===== config.mk =====
export PLATFORM = sky130hd
export DESIGN_NAME = text_write_queue
export DESIGN_NICKNAME = d
export VERILOG_FILES = /design/src/rtl/text_write_queue.sv
export SDC_FILE = /design/constraint.sdc
export NUM_CORES = 1
export LEC_CHECK = 0
export ABC_AREA = 1
export CAP_MARGIN = 20
export CORE_UTILIZATION = 40
export CTS_CLUSTER_DIAMETER = 150
export DETAILED_ROUTE_END_ITERATION = 12
export GPL_TIMING_DRIVEN = 0
export HOLD_SLACK_MARGIN = 0.02
export SYNTH_ARGS = -nofsm -noshare
export SYNTH_HDL_FRONTEND = slang
export SYNTH_SLANG_ARGS = --single-unit

===== constraint.sdc =====
create_clock -name clock -period 2.55 [get_ports clock]
set_input_delay 0.51 -clock clock [delete_from_list [all_inputs] [get_ports clock]]
set_output_delay 0.51 -clock clock [all_outputs]
set_load 0.02 [all_outputs]

===== src/rtl/text_write_queue.sv =====
// Circular queue of {row,col,char} writes feeding a VGA text controller one
// character at a time, with sticky overflow and done-timeout flags.
module text_write_queue #(
    parameter int DEPTH   = 8,
    parameter int TIMEOUT = 4096
) (
    input  logic                     clock,
    input  logic                     resetn,
    input  logic                     in_valid,
    input  logic [7:0]               in_row,
    input  logic [7:0]               in_col,
    input  logic [7:0]               in_char,
    output logic                     in_ready,
    output logic [7:0]               out_row,
    output logic [7:0]               out_col,
    output logic [7:0]               out_char,
    output logic                     out_start,
    input  logic                     out_done,
    output logic [$clog2(DEPTH):0]   count,
    output logic                     overflow,
    output logic                     timeout_err,
    output logic [1:0]               dbg_state
);

    localparam int AW = $clog2(DEPTH);
    localparam logic [AW:0] FULL    = (AW + 1)'(DEPTH);
    localparam logic [15:0] TO_LAST = 16'(TIMEOUT - 1);

    typedef enum logic [1:0] {
        IDLE      = 2'd0,
        ISSUE     = 2'd1,
        WAIT_DONE = 2'd2
    } state_t;

    state_t         state;
    logic [23:0]    mem [DEPTH];
    logic [AW-1:0]  rd_ptr;
    logic [AW-1:0]  wr_ptr;
    logic [15:0]    wait_cnt;
    logic           push;
    logic           pop;

    // Handshake: an entry is taken on every rising edge where in_valid and
    // in_ready are both high; in_valid while full is dropped and sets overflow.
    // out_start pulses once per write, out_done is honoured only in WAIT_DONE.
    assign in_ready  = (count < FULL);
    assign push      = in_valid && in_ready;
    assign pop       = (state == IDLE) && (count != '0);
    assign dbg_state = state;

    always_ff @(posedge clock) begin
        if (push) begin
            mem[wr_ptr] <= {in_row, in_col, in_char};
        end
    end

    always_ff @(posedge clock or negedge resetn) begin
        if (!resetn) begin
            wr_ptr   <= '0;
            count    <= '0;
            overflow <= 1'b0;
        end else begin
            if (push) begin
                wr_ptr <= wr_ptr + 1'b1;
            end
            if (in_valid && !in_ready) begin
                overflow <= 1'b1;
            end
            case ({push, pop})
                2'b10:   count <= count + 1'b1;
                2'b01:   count <= count - 1'b1;
                default: count <= count;
            endcase
        end
    end

    always_ff @(posedge clock or negedge resetn) begin
        if (!resetn) begin
            state       <= IDLE;
            rd_ptr      <= '0;
            wait_cnt    <= '0;
            out_start   <= 1'b0;
            out_row     <= '0;
            out_col     <= '0;
            out_char    <= '0;
            timeout_err <= 1'b0;
        end else begin
            out_start <= 1'b0;
            case (state)
                IDLE: begin
                    if (pop) begin
                        {out_row, out_col, out_char} <= mem[rd_ptr];
                        rd_ptr <= rd_ptr + 1'b1;
                        state  <= ISSUE;
                    end
                end
                ISSUE: begin
                    out_start <= 1'b1;
                    wait_cnt  <= '0;
                    state     <= WAIT_DONE;
                end
                WAIT_DONE: begin
                    if (out_done) begin
                        state <= IDLE;
                    end else if (wait_cnt == TO_LAST) begin
                        // Controller never answered: drop this write and move on.
                        timeout_err <= 1'b1;
                        state       <= IDLE;
                    end else begin
                        wait_cnt <= wait_cnt + 1'b1;
                    end
                end
                default: state <= IDLE;
            endcase
        end
    end

endmodule


### Word-level counts from Yosys, hierarchy flattened

Memories as Yosys holds them, arrays and structs flattened. A register that Yosys moved wholly into a read port is not among the register bits.
Cells that the tools add are included.

| operators by class | value |
|---|---|
| add/sub/neg operators | 5 |
| $lt $le $gt $ge | 1 |
| equality and inequality tests | 9 |
| multiplexer cells | 11 |
| bitwise operators | 1 |
| reductions and logical operators | 13 |

Operators with widths:

| cell | count |
|---|---|
| $mux 16 | 2 |
| $pmux 16 s2 | 1 |
| $add 16x1->16 const B | 1 |
| $eq 16x12->1 const B | 1 |
| $pmux 4 s2 | 1 |
| $add 3x1->3 const B | 2 |
| $mux 2 | 3 |
| $ne 2x2->1 const B | 3 |
| $pmux 2 s3 | 1 |
| $reduce_and 3->1 | 2 |
| $add 4x1->4 const B | 1 |
| $eq 2x1->1 const B | 2 |
| $eq 2x2->1 const B | 2 |
| $lt 4x4->1 const B | 1 |
| $reduce_and 2->1 | 2 |
| $reduce_bool 2->1 | 2 |
| $reduce_bool 4->1 | 1 |
| $sub 4x1->4 const B | 1 |
| $logic_and 1x1->1 | 3 |
| $mux 1 | 3 |
| $ne 3x3->1 const B | 1 |
| $logic_not 1->1 | 2 |
| $logic_not 2->1 | 1 |
| $not 1->1 | 1 |

| storage, ports and cells | value |
|---|---|
| flip-flop bits (word level) | 31 |
| RAM bits | 192 |
| input bits | 28 |
| output and inout port bits | 34 |
| logic and storage cells | 49 |
| memories | 1 |

Memory list:

| memory | words | bits a word | read ports | clocked after Yosys merged registers in | wr ports | RTL line | RTL |
|---|---|---|---|---|---|---|---|
| mem | 8 | 24 | 1 | 1 | 1 | 36 | `logic [23:0] mem [DEPTH];` |

### Depth between registers and ports, before layout

| logic depth | value |
|---|---|
| word-level depth | 4 |
| mapped depth | 14 |
| gate-level depth less buffers | 13 |

### Worst setup path after synthesis

OpenSTA, ideal clock, no wires.

| timing | value |
|---|---|
| path type | register -> register |
| start | register count[3] |
| end | memory mem[0][0] (enable) |
| library setup time | 405 ps |
| arrival | 2204 ps |
| data required time | 2145 ps |
| slack | -59 ps |
| stages on the path, launching flop included | 5 |
| path buffers | 0 |
| clock period less this slack | 2609 ps |
| cells stage by stage | dfrtp_1 inv_1 nand2_1 or2_2 nor2_1 |

| between the ends | value |
|---|---|
| word-level cells in the longest chain between the ends | 4 |

RTL lines:

| item | RTL line | RTL |
|---|---|---|
| start: declaration | 19 | `output logic [$clog2(DEPTH):0] count,` |
| start signal: assignment | 70 | `2'b10: count <= count + 1'b1;` |
| start signal: assignment | 71 | `2'b01: count <= count - 1'b1;` |
| start signal: assignment | 72 | `default: count <= count;` |
| $lt 4x4->1 | 46 | `assign in_ready = (count < FULL);` |
| named net in_ready | 13 | `output logic in_ready,` |
| $logic_and 1x1->1 | 47 | `assign push = in_valid && in_ready;` |
| $mux 1 | 52 | `if (push) begin` |
| $mux 1 (not written as such) | 53 | `mem[wr_ptr] <= {in_row, in_col, in_char};` |
| end: declaration | 36 |  |

The timed path passes the listed nets, and every way through them passes these cells.

### Worst setup path in the final report

| timing | value |
|---|---|
| start | register count[3] |
| end | memory mem[6][19] (enable) |

| between the ends | value |
|---|---|
| word-level cells in the longest chain between the ends | 4 |

RTL lines:

| item | RTL line |
|---|---|
| $lt 4x4->1 | 46 |
| $logic_and 1x1->1 | 47 |
| $mux 1 | 52 |
| $mux 1 (not written as such) | 53 |

No other way between the ends.

==> flow_summary.ini <==
[placed_design]
placed_area_sq_um = 11200
place_ws_ns = -0.279
portBuffers = 61
finalWeightedCongestion = 0.821
place.detailed.hpwl_mm = 14.9

[timing]
period_minus_slack_ns = 2.32
hold_violations = 0
slew_headroom_pct = 33.0
slew_violations = 0
grt_setup_unrepaired = no
hold_ws_ns = 0.0710
finalClockSkew_ns = 0.0159
period_share_pct = 91.1
setup_violations = 0
tightest_slew_ns = 1.01
setup_slack_ns = 0.228
fmax_mhz = 431

[yosys]
ys_seq_area_share_pct = 70.3
syn_area_sq_um = 10200
ys_types = 31
ys_seq_elements = 247
yosysWarnings = 0
synth.net_count = 920
synth_area_per_cell_sq_um = 11.5
postSynthCellCount = 886

[detailed_routing]
dr.pass1.iters = 4
drt_wl_total_mm = 25.1
vias = 6788
drc = 0
routedWlPerCell_um = 19.0
vias_per_cell = 5.13
postRouteAntennaNets = 0
drtIter0Drc = 669

[setup_path]
path_class = reg2reg
reg2reg_slack_ns = 0.23
cp.arrival_ns = 2.47
cp-end-kind = register
critPathMaxFanout = 24
cp-start-kind = register
cp.required_ns = 2.70

[pwr]
seqPwrFrac_pct = 37.1
power_frac_comb_pct = 36.5
finalPower_mw = 14.4
p_per_area_nw_per_um2 = 1190
vdd_drop_max_mv = 0.776
p_switching_mw = 5.36
clkPwrFrac_pct = 26.4
leakagePower_nw = 4.51
p_int_mw = 9.01
swShare_pct = 37.3

[clocking]
cts_tree = yes
cts.htree.levels = 1
cts-root-buf = clkbuf_16
clock-sinks = 247
insertion_delay_ns = 0.54
hold_buffers = 0
numCtsBuffers = 27
clockBufferDepth = 3
cts.clk_slew.worst_paths_ns = 0.06

[floorplan]
io_pins = 62
die_w_um = 161
initial_core_util_pct = 41.3
std_cell_rows = 57
die_y_um = 161
dieArea_sq_um = 26000
core_area_sq_um = 24600

[hold_path]
hold_class = in2async

[cells_and_area]
antenna_cells = 0
final_cell_area_sq_um = 12100
synthToLayoutAreaGrowth_pct = 19.4
fin_nets = 1013
layout-drive-gt1-share_pct = 9.40

[global_route]
grt_start_max_net_pins = 56
grtUsageTotal_pct = 19.6
grt_pass1_vias = 6619
grt-ovfl-total = 0
antenna_found_initial = 0
grt_pass1_wl_mm = 38.2

[status]
outcome = finished, final reports clean

[job]
cap_violations = 0
power by group through the flow:
stage                     sequential (mW)  combinational (mW)  clock, mW
final                                5.33                5.25       3.79
after global routing                 5.40                5.78       3.98
after CTS                            5.34                5.24       3.85
after detailed placement             5.41                5.20          0
after global placement               5.41                5.06          0
after floorplan                      5.67                2.80          0
final cells by class:
class                           count  area (sq um)
Sequential cell                   247          7140
Fill cell                        2216         12500
Buffer                             42           204
Tap cell                          324           405
Multi-Input combinational cell    542          2670
Timing Repair Buffer               64           631
Clock inverter                     18           163
Clock buffer                       32           694
Inverter                           55           213
cells in the mapped netlist, drive strengths merged:
library cell	n	area (sq um)
nand3	78	395
o21ai	82	410
nor2	157	614
xnor2	6	52.6
a31o	1	8.76
a21o	1	7.51
o21bai	1	7.51
or2	1	6.26
nand4	4	25.0
inv	54	203
clkinv	1	5.00
o211ai	48	360
xor2	5	43.8
edfxtp	192	5770
nor3	1	5.00
a21oi	1	5.00
nand2	150	583
ha	6	75.1
buf	23	133
dfrtp	55	1380
clkbuf	19	71.3
state kept, by name, indices dropped and copies added (netlist names), 2 cells and up:
signal,flops
out_row,8
out_char,8
wait_cnt,16
rd_ptr,3
dbg_state,2
count,4
out_col,8
mem,192
wr_ptr,3
cell usage in the layout (no fill, tap or decap), types with 2 or more instances in the layout:
cell type,instances
inv_1,49
buf_4,9
inv_6,2
nand2_1,144
nor2_1,145
ha_1,5
nand4_1,4
bufinv_16,3
clkbuf_16,27
xnor2_1,6
nand2_2,5
nor2_4,11
clkdlybuf4s50_1,60
o211ai_1,48
dfrtp_1,55
clkinv_2,10
nand3_1,77
clkbuf_1,24
inv_2,4
buf_2,16
xor2_1,5
clkinv_1,5
edfxtp_1,192
o21ai_0,81
layer usage:
metal	up-vias	track usage [%]	routed length, um
met3	42	2.93	1240
met4	0	5.53	554
met2	194	33.5	12300
met5	-	0	0
met1	3292	26.0	11100
li1	3260	-	-
worst paths after layout:
path | start | endpoint | cells past startpoint
max in group asynchronous | resetn | out_col[6]$_DFFE_PN0P_ | 1
setup / recovery | count[3]$_DFFE_PN0P_ | mem[6][19]$_DFFE_PP_ | 4
hold / removal | resetn | rd_ptr[2]$_DFFE_PN0P_ | 1
setup reg to reg | count[3]$_DFFE_PN0P_ | mem[6][19]$_DFFE_PP_ | 4
hold reg to reg | overflow$_DFFE_PN0P_ | overflow$_DFFE_PN0P_ | 1
min in group clock | overflow$_DFFE_PN0P_ | overflow$_DFFE_PN0P_ | 1
cells by family (layout without fill, tap and decap cells):
| kind of cell | Yosys count | in the layout | share of synthesized area (%) |
|---|---|---|---|
| compound gates | 134 | 134 | 7.87 |
| buf+inv | 97 | 211 | 4.05 |
| simple gates | 391 | 391 | 16.0 |
| flops | 247 | 247 | 70.3 |
| xor+xnor | 11 | 11 | 0.949 |
| fa+ha+maj | 6 | 6 | 0.739 |
worst max-delay path, stage by stage (launching register included):
cell	delay [ns]
dfrtp_1	0.45
inv_1	0.10
nand2_1	0.15
or2_2	0.43
nor2_4	0.76
what timing repair did:
action | CTS | global route
buffers inserted | 0 | 3
gates resized for setup | 2 | 2
pin swaps | 0 | 1
cloned | 0 | 0
setup endpoints to repair | 3 | 3
metrics by stage:
| step | util, % | cells | setup TNS, ns |
|---|---|---|---|
| finish | 49.3 | 1324 | 0 |
| global route | 49.3 | 1324 | 0 |
| detailed placement | 45.6 | 1271 | -42.80 |
| floorplan | - | 886 | -5.62 |
| CTS | 49.2 | 1321 | 0 |
| global placement | 45.4 | 1271 | -336.80 |
Power figures use the tool's default switching activity.
